`src/rtl/xgmii_udp_tx_engine_if.sv`:
```
// Bus bundle between the TX FIFO / control side and the XGMII UDP frame engine.
interface xgmii_udp_tx_engine_if;
    logic        tx_enable;
    logic [7:0]  payload_words;
    logic [71:0] fifo_dout;
    logic        fifo_empty;
    logic        fifo_rd_en;
    logic [31:0] if_v4addr;
    logic [47:0] if_macaddr;
    logic [31:0] dest_v4addr;
    logic [47:0] dest_macaddr;
    logic [71:0] xgmii_txd;
    logic        busy;
    logic [31:0] frame_count;
    logic [15:0] underrun_count;

    modport master (
        output tx_enable, payload_words, fifo_dout, fifo_empty,
               if_v4addr, if_macaddr, dest_v4addr, dest_macaddr,
        input  fifo_rd_en, xgmii_txd, busy, frame_count, underrun_count
    );

    modport slave (
        input  tx_enable, payload_words, fifo_dout, fifo_empty,
               if_v4addr, if_macaddr, dest_v4addr, dest_macaddr,
        output fifo_rd_en, xgmii_txd, busy, frame_count, underrun_count
    );
endinterface

```
`src/rtl/xgmii_udp_tx_engine.sv`:
```
// XGMII Ethernet/IPv4/UDP frame generator fed from a FWFT payload FIFO.
//
// state      | meaning (word currently on xgmii_txd)
// S_IDLE     | idle word, waiting for tx_enable with FIFO data
// S_PREAMBLE | start/preamble word; header checksum being computed
// S_HEADER   | one of the six header words (cnt = words still to send)
// S_PAYLOAD  | payload word (cnt = payload words still to send)
// S_TERM     | terminate word carrying the FCS
// S_GAP      | inter-frame idle words (cnt = gap words still to send)
module xgmii_udp_tx_engine #(
    parameter int          MAX_PAYLOAD_WORDS = 32,
    parameter int          IFG_CYCLES        = 1,
    parameter logic [7:0]  IPV4_TTL          = 8'h40,
    parameter logic [15:0] UDP_SRC_PORT      = 16'h0009,
    parameter logic [15:0] UDP_DST_PORT      = 16'h0009,
    parameter logic [31:0] MAGIC_CODE        = 32'h0
) (
    input logic                  xgmii_clk,
    input logic                  sys_rst,
    xgmii_udp_tx_engine_if.slave bus
);
    localparam logic [71:0] IDLE_WORD = {8'hff, 64'h0707070707070707};
    localparam logic [71:0] PRE_WORD  = {8'h01, 64'hd5555555555555fb};
    localparam logic [7:0]  MAX_N     = 8'(MAX_PAYLOAD_WORDS);
    localparam logic [7:0]  GAP_LOAD  = 8'(IFG_CYCLES - 1);

    typedef enum logic [2:0] {S_IDLE, S_PREAMBLE, S_HEADER, S_PAYLOAD, S_TERM, S_GAP} state_t;

    state_t      state, state_nxt;
    logic [7:0]  cnt, cnt_nxt, n_lat, n_clamp;
    logic [47:0] dmac_lat, smac_lat;
    logic [31:0] sip_lat, dip_lat, crc, csum_sum, frame_cnt;
    logic [15:0] ipv4_id, id_lat, csum, ip_len, udp_len, underrun_cnt;
    logic [71:0] txd_q, txd_nxt;
    logic [383:0] hdr_be;
    logic [63:0] hdr_w [0:7];
    logic [63:0] pay_word;
    logic [2:0]  hdr_idx;
    logic        start, pay_load, term_load;

    // Bit-serial reflected CRC32 over one 64-bit word, byte 0 first, LSB first.
    function automatic logic [31:0] crc32_d64(input logic [31:0] crc_in, input logic [63:0] d);
        logic [31:0] c;
        c = crc_in;
        for (int i = 0; i < 64; i++)
            c = (c >> 1) ^ (((c[0] ^ d[i]) == 1'b1) ? 32'hEDB88320 : 32'h0);
        return c;
    endfunction

    function automatic logic [15:0] fold_csum(input logic [31:0] s);
        logic [31:0] t;
        t = {16'h0, s[15:0]} + {16'h0, s[31:16]};
        t = {16'h0, t[15:0]} + {16'h0, t[31:16]};
        return ~t[15:0];
    endfunction

    assign n_clamp  = (bus.payload_words < 8'd2) ? 8'd2 :
                      (bus.payload_words > MAX_N) ? MAX_N : bus.payload_words;
    assign ip_len   = 16'd34 + {5'd0, n_lat, 3'd0};
    assign udp_len  = 16'd14 + {5'd0, n_lat, 3'd0};
    assign csum_sum = 32'h0000_4500 + {16'h0, ip_len} + {16'h0, id_lat} + {16'h0, IPV4_TTL, 8'h11}
                    + {16'h0, sip_lat[31:16]} + {16'h0, sip_lat[15:0]}
                    + {16'h0, dip_lat[31:16]} + {16'h0, dip_lat[15:0]};
    // Header laid out in wire order, first byte in the top bits.
    assign hdr_be   = {dmac_lat, smac_lat, 16'h0800, 8'h45, 8'h00, ip_len, id_lat, 16'h0000,
                       IPV4_TTL, 8'h11, csum, sip_lat, dip_lat, UDP_SRC_PORT, UDP_DST_PORT,
                       udp_len, 16'h0000, MAGIC_CODE, 16'h0000};
    assign hdr_idx  = 3'(8'd6 - cnt);

    // Slice the wire-order header into XGMII words, byte 0 in bits [7:0].
    always_comb begin
        for (int w = 0; w < 8; w++) hdr_w[w] = '0;
        for (int w = 0; w < 6; w++)
            for (int b = 0; b < 8; b++)
                hdr_w[w][8*b +: 8] = hdr_be[383 - 8*(8*w + b) -: 8];
    end

    // Payload word with invalid bytes zeroed; all zeros on underrun.
    always_comb begin
        pay_word = '0;
        for (int b = 0; b < 8; b++)
            if (!bus.fifo_empty && bus.fifo_dout[64 + b]) pay_word[8*b +: 8] = bus.fifo_dout[8*b +: 8];
    end

    // FSM state register.
    always_ff @(posedge xgmii_clk) begin
        if (sys_rst) begin
            state <= S_IDLE;
            cnt   <= '0;
        end else begin
            state <= state_nxt;
            cnt   <= cnt_nxt;
        end
    end

    // Next-state logic and the word to register onto the bus next.
    always_comb begin
        state_nxt = state;
        cnt_nxt   = cnt;
        txd_nxt   = IDLE_WORD;
        start     = 1'b0;
        pay_load  = 1'b0;
        term_load = 1'b0;
        case (state)
            S_IDLE: if (bus.tx_enable && !bus.fifo_empty) begin
                start     = 1'b1;
                state_nxt = S_PREAMBLE;
                txd_nxt   = PRE_WORD;
            end
            S_PREAMBLE: begin
                state_nxt = S_HEADER;
                cnt_nxt   = 8'd5;
                txd_nxt   = {8'h00, hdr_w[0]};
            end
            S_HEADER: if (cnt != 8'd0) begin
                cnt_nxt = cnt - 8'd1;
                txd_nxt = {8'h00, hdr_w[hdr_idx]};
            end else begin
                state_nxt = S_PAYLOAD;
                cnt_nxt   = n_lat - 8'd1;
                pay_load  = 1'b1;
                txd_nxt   = {8'h00, pay_word};
            end
            S_PAYLOAD: if (cnt != 8'd0) begin
                cnt_nxt  = cnt - 8'd1;
                pay_load = 1'b1;
                txd_nxt  = {8'h00, pay_word};
            end else begin
                state_nxt = S_TERM;
                term_load = 1'b1;
                txd_nxt   = {8'hf0, 24'h070707, 8'hfd, ~crc};
            end
            S_TERM: begin
                state_nxt = S_GAP;
                cnt_nxt   = GAP_LOAD;
            end
            S_GAP: if (cnt != 8'd0) cnt_nxt = cnt - 8'd1;
                   else state_nxt = S_IDLE;
            default: state_nxt = S_IDLE;
        endcase
    end

    // Output register, per-frame latches, CRC/checksum and statistics.
    always_ff @(posedge xgmii_clk) begin
        if (sys_rst) begin
            txd_q        <= IDLE_WORD;
            n_lat        <= 8'd2;
            dmac_lat     <= '0;
            smac_lat     <= '0;
            sip_lat      <= '0;
            dip_lat      <= '0;
            id_lat       <= '0;
            ipv4_id      <= '0;
            csum         <= '0;
            crc          <= '1;
            frame_cnt    <= '0;
            underrun_cnt <= '0;
        end else begin
            txd_q <= txd_nxt;
            if (start) begin
                n_lat    <= n_clamp;
                dmac_lat <= bus.dest_macaddr;
                smac_lat <= bus.if_macaddr;
                sip_lat  <= bus.if_v4addr;
                dip_lat  <= bus.dest_v4addr;
                id_lat   <= ipv4_id;
                crc      <= '1;
            end
            if (state == S_PREAMBLE) csum <= fold_csum(csum_sum);
            if (state_nxt == S_HEADER || pay_load) crc <= crc32_d64(crc, txd_nxt[63:0]);
            if (term_load) begin
                frame_cnt <= frame_cnt + 32'd1;
                ipv4_id   <= ipv4_id + 16'd1;
            end
            if (pay_load && bus.fifo_empty && underrun_cnt != 16'hFFFF)
                underrun_cnt <= underrun_cnt + 16'd1;
        end
    end

    assign bus.fifo_rd_en     = pay_load && !bus.fifo_empty && !sys_rst;
    assign bus.xgmii_txd      = txd_q;
    assign bus.busy           = (state != S_IDLE);
    assign bus.frame_count    = frame_cnt;
    assign bus.underrun_count = underrun_cnt;
endmodule

```
`src/flat_wrapper.sv`:
```
// flat-port wrapper written by rule: the top's interface ports become plain ports
module xgmii_udp_tx_engine_flat 
#(
    parameter int          MAX_PAYLOAD_WORDS = 32,
    parameter int          IFG_CYCLES        = 1,
    parameter logic [7:0]  IPV4_TTL          = 8'h40,
    parameter logic [15:0] UDP_SRC_PORT      = 16'h0009,
    parameter logic [15:0] UDP_DST_PORT      = 16'h0009,
    parameter logic [31:0] MAGIC_CODE        = 32'h0
)
  (xgmii_clk, sys_rst, bus_tx_enable, bus_payload_words, bus_fifo_dout, bus_fifo_empty, bus_if_v4addr, bus_if_macaddr, bus_dest_v4addr, bus_dest_macaddr, bus_fifo_rd_en, bus_xgmii_txd, bus_busy, bus_frame_count, bus_underrun_count);
  xgmii_udp_tx_engine_if bus_i ();
  input logic xgmii_clk;
  input logic sys_rst;
  input wire logic [$bits(bus_i.tx_enable)-1:0] bus_tx_enable;
  input wire logic [$bits(bus_i.payload_words)-1:0] bus_payload_words;
  input wire logic [$bits(bus_i.fifo_dout)-1:0] bus_fifo_dout;
  input wire logic [$bits(bus_i.fifo_empty)-1:0] bus_fifo_empty;
  input wire logic [$bits(bus_i.if_v4addr)-1:0] bus_if_v4addr;
  input wire logic [$bits(bus_i.if_macaddr)-1:0] bus_if_macaddr;
  input wire logic [$bits(bus_i.dest_v4addr)-1:0] bus_dest_v4addr;
  input wire logic [$bits(bus_i.dest_macaddr)-1:0] bus_dest_macaddr;
  output wire logic [$bits(bus_i.fifo_rd_en)-1:0] bus_fifo_rd_en;
  output wire logic [$bits(bus_i.xgmii_txd)-1:0] bus_xgmii_txd;
  output wire logic [$bits(bus_i.busy)-1:0] bus_busy;
  output wire logic [$bits(bus_i.frame_count)-1:0] bus_frame_count;
  output wire logic [$bits(bus_i.underrun_count)-1:0] bus_underrun_count;
  assign bus_i.tx_enable = bus_tx_enable;
  assign bus_i.payload_words = bus_payload_words;
  assign bus_i.fifo_dout = bus_fifo_dout;
  assign bus_i.fifo_empty = bus_fifo_empty;
  assign bus_i.if_v4addr = bus_if_v4addr;
  assign bus_i.if_macaddr = bus_if_macaddr;
  assign bus_i.dest_v4addr = bus_dest_v4addr;
  assign bus_i.dest_macaddr = bus_dest_macaddr;
  assign bus_fifo_rd_en = bus_i.fifo_rd_en;
  assign bus_xgmii_txd = bus_i.xgmii_txd;
  assign bus_busy = bus_i.busy;
  assign bus_frame_count = bus_i.frame_count;
  assign bus_underrun_count = bus_i.underrun_count;
  xgmii_udp_tx_engine #(.MAX_PAYLOAD_WORDS(MAX_PAYLOAD_WORDS), .IFG_CYCLES(IFG_CYCLES), .IPV4_TTL(IPV4_TTL), .UDP_SRC_PORT(UDP_SRC_PORT), .UDP_DST_PORT(UDP_DST_PORT), .MAGIC_CODE(MAGIC_CODE)) u_core (.xgmii_clk(xgmii_clk), .sys_rst(sys_rst), .bus(bus_i));
endmodule
```
`config.mk`:
```
export PLATFORM = sky130hd
export DESIGN_NAME = xgmii_udp_tx_engine_flat
export DESIGN_NICKNAME = d
export VERILOG_FILES = /design/src/rtl/xgmii_udp_tx_engine_if.sv /design/src/rtl/xgmii_udp_tx_engine.sv /design/src/flat_wrapper.sv
export SDC_FILE = /design/constraint.sdc
export NUM_CORES = 1
export LEC_CHECK = 0
export BUFFER_PORTS_ARGS = -buffer_cell sky130_fd_sc_hd__buf_4
export CORE_ASPECT_RATIO = 1.5
export CORE_UTILIZATION = 56
export DETAILED_ROUTE_END_ITERATION = 7
export MAX_ROUTING_LAYER = met4
export PLACE_DENSITY_LB_ADDON = 0.25
export SETUP_SLACK_MARGIN = 0.1
export SYNTH_ARGS = -nofsm -noshare
export SYNTH_HDL_FRONTEND = slang
export SYNTH_SLANG_ARGS = --single-unit
```
`constraint.sdc`:
```
create_clock -name xgmii_clk -period 13.4 [get_ports xgmii_clk]
set_input_delay 1.34 -clock xgmii_clk [delete_from_list [all_inputs] [get_ports xgmii_clk]]
set_output_delay 1.34 -clock xgmii_clk [all_outputs]
set_load 0.02 [all_outputs]
```
==> summary.txt, run 1 <==
Place
  – Port bufs: 365
  – DP Wirelength: 87,800 um
  – Final GP Congestion: 1.14
  – Post-DP Area: 29,300 sq um

Floorplanning
  – Die width: 179 um
  – Height of the die: 267 um
  – I/O pin count: 366
  – Die Area: 47,800 sq um
  – Core area: 46,000 sq um
  – Starting density of the core: 57.1%
  – FP Rows: 96

Timing
  – Setup TNS: 0 ns
  – Tcrit/Tclk final: 79.8%
  – Fin. max-slew vios: 0
  – Fin. Hold Viols: 0
  – Fmax: 0.0935 GHz
  – Hold slack: 0.456 ns
  – Min Clock Period, post-route: 10.69 ns
  – Max_slew headroom: 1.66%
  – Final setup viols: 0
  – Fin Clk Skew: 0.0417 ns
  – RSZ-0062 raised after global routing: no
  – Tightest Pin Transition: 1.48 ns

Global route
  – GRT Util Overall: 48.2%
  – GRT Residual Overflow: 0
  – Largest net degree at the start of global routing: 112
  – Initial antenna violation count: 5
  – Vias in the first global route: 23,800
  – First-pass GRT wire length: 158,000 um

Clock tree
  – CTS tree: built
  – Cts hold-fix bufs: 0
  – CTS Root Cell: clkbuf_16
  – Clock latency on the worst-skew pair: 0.59 ns
  – CTS resizes: 0
  – TritonCTS Buffers: 38
  – Clock-pin slew of the registers on the worst-case setup and hold paths: 0.07 ns
  – Clock sink count: 374
  – Htree depth: 2
  – Post-CTS Setup Repair Bufs: 0
  – Longest Clk Path Bufs: 3

Route
  – Drt via density: 6.36
  – Iteration-0 DRC Markers: 2,909
  – # DRC: 1
  – Drt first pass iters: 8
  – DR WL/cell: 29.2 um
  – Detailed Route WL: 111,000 um
  – Final ANT Viol Nets: 0
  – Vias: 24,300

Synthesis
  – Syn. warnings: 0
  – Yosys cell types: 101
  – Syn Nets: 3,282
  – Synth Area in XOR/XNOR: 27.7%
  – Register area share after synthesis: 28.5%
  – Synth Area in Adders: 7.17%
  – Cells after Synth: 2,926
  – Post-synthesis compound-gate area fraction: 13.7%
  – Post-synth EDFFs: 0
  – Post-synthesis mux area share: 2.99%
  – Post-Syn Area per Cell: 8.98 sq um
  – Synth Area in Simple Gates: 15.9%
  – Prevailing post-synth register cell: dfxtp_1
  – FFs w/ async S/R, synth: 0%
  – Largest family of logic cells by synthesized area: XOR/XNOR gates
  – FF+latch count, synth: 374
  – Synthesized area: 26,300 sq um

Setup path
  – Crit path largest cell delay: 0.99 ns
  – CP bufs+invs: 2
  – CP delay by family, top: XOR/XNOR gates
  – Req. time, crit path: 13.81 ns
  – CP max FO: 34
  – CP arrival: 11.10 ns
  – CP Capture Type: flop
  – Kind of critical path: reg2reg
  – CP Cell Sequence: clkinv_1 -> ha_2 -> buf_4 -> nor2b_1 -> nand2_1 -> o31a_1 -> o221ai_2 -> mux2i_4 -> xor3_2 -> xor2_4 -> xnor2_2 -> xnor3_1 -> xor3_1 -> xnor3_1 -> xor2_2 -> xor2_1 -> xnor2_1 -> xnor2_1 -> xnor2_1 -> xor2_1 -> xor2_1 -> a21oi_1
  – Critical Path Start Type: flop
  – CP max-delay cell: xnor3_1
  – R2r setup slk: 2.71 ns

Layout
  – Layout net count: 3,554
  – Final core occ: 66.7%
  – Finished Cell Area: 30,700 sq um
  – Filler cells: 3,663
  – Layout cells sized above 1: 17.8%
  – Synth-to-layout area growth: 16.9%

Run
  – Max-Cap Viols: 0

Min path
  – Hold Crit Class: reg2reg

Status
  – Failing checks: design-rule violations
  – Status: finished with violations
synthesized netlist by cell type (22+ instances only):
library cell / number / area, sq um
a21oi_1: 305 / 1530
nand2_1: 496 / 1860
nand3_1: 38 / 190
inv_1: 97 / 364
xnor2_1: 302 / 2650
o21ai_0: 47 / 235
ha_1: 53 / 663
fa_1: 59 / 1180
xnor3_1: 89 / 2000
mux2i_1: 27 / 270
nor2_1: 203 / 762
nand2b_1: 25 / 156
o22ai_1: 22 / 138
nor3_1: 37 / 185
clkbuf_1: 133 / 499
dfxtp_1: 374 / 7490
xor2_1: 142 / 1240
and3_1: 27 / 169
area by class of cell:
class | count | area [sq um] | share of cell area (%)
clock inverter | 26 | 360 | 1.17
multi-input combinational | 2287 | 17800 | 57.8
inverter | 98 | 368 | 1.20
tap | 588 | 736 | 2.40
antenna | 4 | 10.0 | 0.0326
clock buffer | 41 | 972 | 3.17
sequential | 374 | 7490 | 24.4
timing repair buffer | 399 | 3000 | 9.78
final timing paths:
path	end	depth (start not counted)	start
min reg2reg	u_core.dmac_lat[6]$_SDFFE_PP0P_	2	u_core.dmac_lat[6]$_SDFFE_PP0P_
max reg2reg	u_core.crc[8]$_SDFFE_PP1P_	22	u_core.cnt[0]$_SDFFE_PP0P_
max	u_core.crc[8]$_SDFFE_PP1P_	22	u_core.cnt[0]$_SDFFE_PP0P_
min	u_core.dmac_lat[6]$_SDFFE_PP0P_	2	u_core.dmac_lat[6]$_SDFFE_PP0P_
sequential cells by signal (all words and copies together), names as in the netlist:
name / flops
u_core.bus.xgmii_txd: 67
u_core.dmac_lat: 48
u_core.smac_lat: 48
u_core.bus.frame_count: 32
u_core.crc: 32
u_core.dip_lat: 32
u_core.sip_lat: 32
u_core.bus.underrun_count: 16
u_core.csum: 16
u_core.id_lat: 16
u_core.ipv4_id: 16
u_core.cnt: 8
u_core.n_lat: 8
u_core.state: 3
cells by family (layout without fill, tap and decap cells):
family                     Yosys count  count (layout)
xor gates and xnor gates           597             597
other                                0               4
and+or+nand+nor                    946             946
muxes                               54              54
buffers and inverters              265             564
AOI/OAI and AO/OA                  574             574
adders and majority gates          116             116
DFF                                374             374
through the flow:
| stage | setup WS, ns | std cells |
|---|---|---|
| 2_1_floorplan | 5.22 | 2926 |
| 3_3_place_gp | 3.00 | 3746 |
| 3_5_place_dp | 3.03 | 3746 |
| 4_1_cts | 2.98 | 3813 |
| 5_1_grt | 2.64 | 3817 |
| 6_report | 2.71 | 3817 |
per-layer routing:
metal  vias to the layer above  wire [um]  track usage [%]
met2                      1646      52000             75.8
met5                         -          0                -
met3                       687      10300             11.4
met1                     11500      33800             46.7
met4                         0      15200             51.0
li1                      10500          -                -
cells in the final DEF, fill, tap and decap left out, drive strengths merged, types with 19 or more instances in the layout:
cell	count
o22ai	22
dfxtp	374
clkbuf	41
nand4	20
or3	19
o21ai	52
xnor2	325
ha	53
mux2i	35
a221oi	20
buf	399
nand2	497
xnor3	100
xor2	154
nand2b	25
nand3	39
a21oi	307
nor2	204
inv	101
a211oi	20
and3	27
fa	59
nor3	38
tightest hold or removal path, cell delays in order, from the launching register on:
cell,delay [ns]
dfxtp_1,0.31
nand2_1,0.05
a21oi_1,0.05
Power of run 1 is not shown: default switching activity piles up to over one toggle a cycle in this logic, so the estimate is an artifact.
==> run 2: changes to the inputs <==
--- a/config.mk
+++ b/config.mk
@@ -5,9 +5,10 @@
 export SDC_FILE = /design/constraint.sdc
 export NUM_CORES = 1
 export LEC_CHECK = 0
+export ABC_AREA = 1
 export BUFFER_PORTS_ARGS = -buffer_cell sky130_fd_sc_hd__buf_4
 export CORE_ASPECT_RATIO = 1.5
-export CORE_UTILIZATION = 56
+export CORE_UTILIZATION = 54
 export DETAILED_ROUTE_END_ITERATION = 7
 export MAX_ROUTING_LAYER = met4
 export PLACE_DENSITY_LB_ADDON = 0.25
==> constraint.sdc (replaced) <==
create_clock -name xgmii_clk -period 9.2 [get_ports xgmii_clk]
set_input_delay 0.92 -clock xgmii_clk [delete_from_list [all_inputs] [get_ports xgmii_clk]]
set_output_delay 0.92 -clock xgmii_clk [all_outputs]
set_load 0.02 [all_outputs]
==> run 2 against run 1 <==
Global-route usage rose by 1.5 points. Area after synthesis up 16%. The run still ends with design-rule violations left. Final area rose by 17%. Sequential share of layout area fell by 3.5 points. First-iteration DRC count is 2.6% higher. Critical path type unchanged. Worst hold slack worse by 0.0031 ns. Sequential cell count unchanged. Setup slack lost 2.6 ns.
==> summary.txt, run 2 <==
Status
  – Status: finished with violations
  – Failing checks: design-rule violations

Clock tree
  – Longest Clk Path Bufs: 3 (unchanged)
  – CTS tree: built
  – TritonCTS Buffers: 39 (+2.6%)
  – Clock-pin slew of the registers on the worst-case setup and hold paths: 0.06 ns (about the same)
  – Clock latency on the worst-skew pair: 0.59 ns (about the same)
  – Clock sink count: 374 (unchanged)
  – CTS Root Cell: clkbuf_16
  – Htree depth: 2 (unchanged)

Floorplanning
  – Starting density of the core: 54.6% (-2.5 points)
  – Die width: 196 um (+9.4%)
  – FP Rows: 106 (+10%)
  – Core area: 55,600 sq um (+21%)
  – Die Area: 57,200 sq um (+20%)
  – I/O pin count: 366 (unchanged)
  – Height of the die: 292 um (+9.4%)

Setup path
  – Req. time, crit path: 9.64 ns (-4.17 ns)
  – Critical Path Start Type: flop
  – CP arrival: 9.49 ns (-1.61 ns)
  – Kind of critical path: reg2reg
  – CP Capture Type: flop
  – CP max FO: 4 (-88%)
  – CP max-delay cell: fa_1
  – Most frequent cell on the critical path: nor2_1
  – CP bufs+invs: 17 (+15)
  – Crit path largest cell delay: 0.57 ns (-0.42 ns)
  – CP delay by family, top: simple AND/OR/NAND/NOR gates

Timing
  – Fmax: 0.110 GHz (+18%)
  – Max_slew headroom: 6.64% (+5.0 points)
  – Tightest Pin Transition: 1.39 ns (-0.0893 ns)
  – Tcrit/Tclk final: 98.4% (+19 points)
  – Fin. max-slew vios: 0 (unchanged)
  – RSZ-0062 raised after global routing: yes
  – Fin Clk Skew: 0.0458 ns (+0.00408 ns)
  – Min Clock Period, post-route: 9.05 ns (-1.64 ns)
  – Fin. Hold Viols: 0 (unchanged)
  – Final setup viols: 0 (unchanged)

Synthesis
  – FFs w/ async S/R, synth: 0% (unchanged)
  – Yosys cell types: 64 (-37%)
  – Post-synth EDFFs: 0 (unchanged)
  – Biggest area consumer among synthesized cells: dfxtp_1
  – Syn. warnings: 0 (unchanged)
  – Synthesized area: 30,300 sq um (+16%)
  – Post-synth top cells: nand2_1, inv_1, nand3_1
  – Synth area leaders: dfxtp_1, nand2_1, nand3_1
  – Cells after Synth: 4,849 (+66%)
  – Register area share after synthesis: 24.7% (-3.8 points)
  – Prevailing post-synth register cell: dfxtp_1
  – Count leader, synth: nand2_1
  – Post-Syn Area per Cell: 6.26 sq um (-30%)
  – Syn Nets: 5,205 (+59%)
  – FF+latch count, synth: 374 (unchanged)
  – Share of the synthesized area in the top cell type: 24.7% (-3.8 points)

Run
  – Max-Cap Viols: 0 (unchanged)

Layout
  – Most frequent cells in the layout: nand2_1, inv_1, buf_4, nand3_1, dfxtp_1
  – Commonest non-fill, non-tap cell in the layout: nand2_1
  – Final core occ: 64.5% (-2.2 points)
  – Filler cells: 5,247 (+43%)
  – Largest register FFs: 67 (unchanged)
  – Synth-to-layout area growth: 18.2%
  – Layout net count: 5,595 (+57%)
  – Layout cells sized above 1: 18.5% (+0.67 points)

Route
  – Drt via density: 5.80 (-8.8%)
  – Final ANT Viol Nets: 0 (unchanged)
  – Iteration-0 DRC Markers: 2,984 (+2.6%)
  – Vias: 34,600 (+43%)
  – Detailed Route WL: 141,000 um (+26%)
  – # DRC: 7 (+6)
  – DR WL/cell: 23.5 um (-19%)
  – Drt first pass iters: 8 (unchanged)

Global route
  – First-pass GRT wire length: 202,000 um (+27%)
  – Initial antenna violation count: 6 (+1)
  – Vias in the first global route: 32,200 (+35%)
  – GRT Util Overall: 49.7% (+1.5 points)
  – Largest net degree at the start of global routing: 101 (-9.8%)
  – GRT Residual Overflow: 0 (unchanged)

Min path
  – Hold Crit Class: reg2reg

Place
  – Port bufs: 365 (unchanged)
  – DP Wirelength: 113,000 um (+28%)
  – Final GP Congestion: 1.10 (-3.4%)
[run 2: changes by cell type after synthesis, moves of 118 or more]
cell | before | now
inv_1 | 97 | 580
nand2_1 | 496 | 1417
nand2_2 | 1 | 161
nand3_1 | 38 | 443
nor2_1 | 203 | 321
o21ai_0 | 47 | 291
xnor2_1 | 302 | 42
[run 2: metal layers]
| layer | share of wire, % | wire [um] | up-vias | global-route usage [%] |
|---|---|---|---|---|
| met1 | 32 | 44900 | 15600 | 46.9 |
| met4 | 14 | 19000 | 0 | 54.2 |
| met5 | 0 | 0 | - | - |
| met2 | 46 | 64300 | 1921 | 79.4 |
| li1 | - | - | 16300 | - |
| met3 | 8.9 | 12600 | 807 | 12.3 |
[run 2: worst min-delay path, cell delays in order, from the launching register on]
cell and delay (ns):
dfxtp_1 0.30, inv_1 0.06, a21oi_1 0.05
[run 2: final cells by class]
type | instances | area (sq um) | share of cell area [%]
Antenna cell | 7 | 17.5 | 0.0488
Clock buffer | 56 | 1110 | 3.09
Clock inverter | 15 | 238 | 0.663
Inverter | 671 | 2550 | 7.10
Multi-Input combinational cell | 3658 | 19900 | 55.3
Sequential cell | 374 | 7490 | 20.9
Tap cell | 702 | 878 | 2.45
Timing Repair Buffer | 495 | 3740 | 10.4
[run 2: kinds of logic (layout without fill, tap and decap cells)]
group,Yosys count,count (layout),synth area share (%)
flip-flops,374,374,24.7
AND/OR/NAND/NOR,2577,2577,38.5
other,0,7,0
buffers and inverters,817,1237,10.6
XOR/XNOR,209,209,6.13
AO/OA/AOI/OAI,760,760,14.1
adder cells (fa/ha/maj),112,112,6.08
[run 2: what timing repair did]
| item | 4_1_cts | 5_1_grt |
|---|---|---|
| resized for setup | 3 | 42 |
| pin swaps | 0 | 56 |
| endpoints found under the hold margin | 0 | 0 |
| buffers inserted | 0 | 6 |
| setup endpoints to repair | 2 | 9 |
| hold buffers | 0 | 0 |
[run 2: through the flow]
stage	TNS [ns]	hold slack, ns	instances	instance area, sq um	setup WS (ns)
global route	-2.11	0.473	5977	35900	-0.574
finish	0	0.453	5978	35900	0.149
floorplan	0	0.417	4849	30300	0.749
CTS	0	0.453	5965	35600	0.102
detailed placement	0	0.443	5894	34300	0.0378
global placement	0	0.433	5894	34300	0.0845
[run 2: worst paths after layout]
check	cells past startpoint	slack (ns)	start	endpoint
min	2	0.45	u_core.smac_lat[16]$_SDFFE_PP0P_	u_core.smac_lat[16]$_SDFFE_PP0P_
max reg2reg	68	0.15	u_core.n_lat[2]$_SDFFE_PP0P_	u_core.csum[14]$_SDFFE_PP0N_
min reg2reg	2	0.45	u_core.smac_lat[16]$_SDFFE_PP0P_	u_core.smac_lat[16]$_SDFFE_PP0P_
max	68	0.15	u_core.n_lat[2]$_SDFFE_PP0P_	u_core.csum[14]$_SDFFE_PP0N_
Power of run 2 is left out for the same reason.
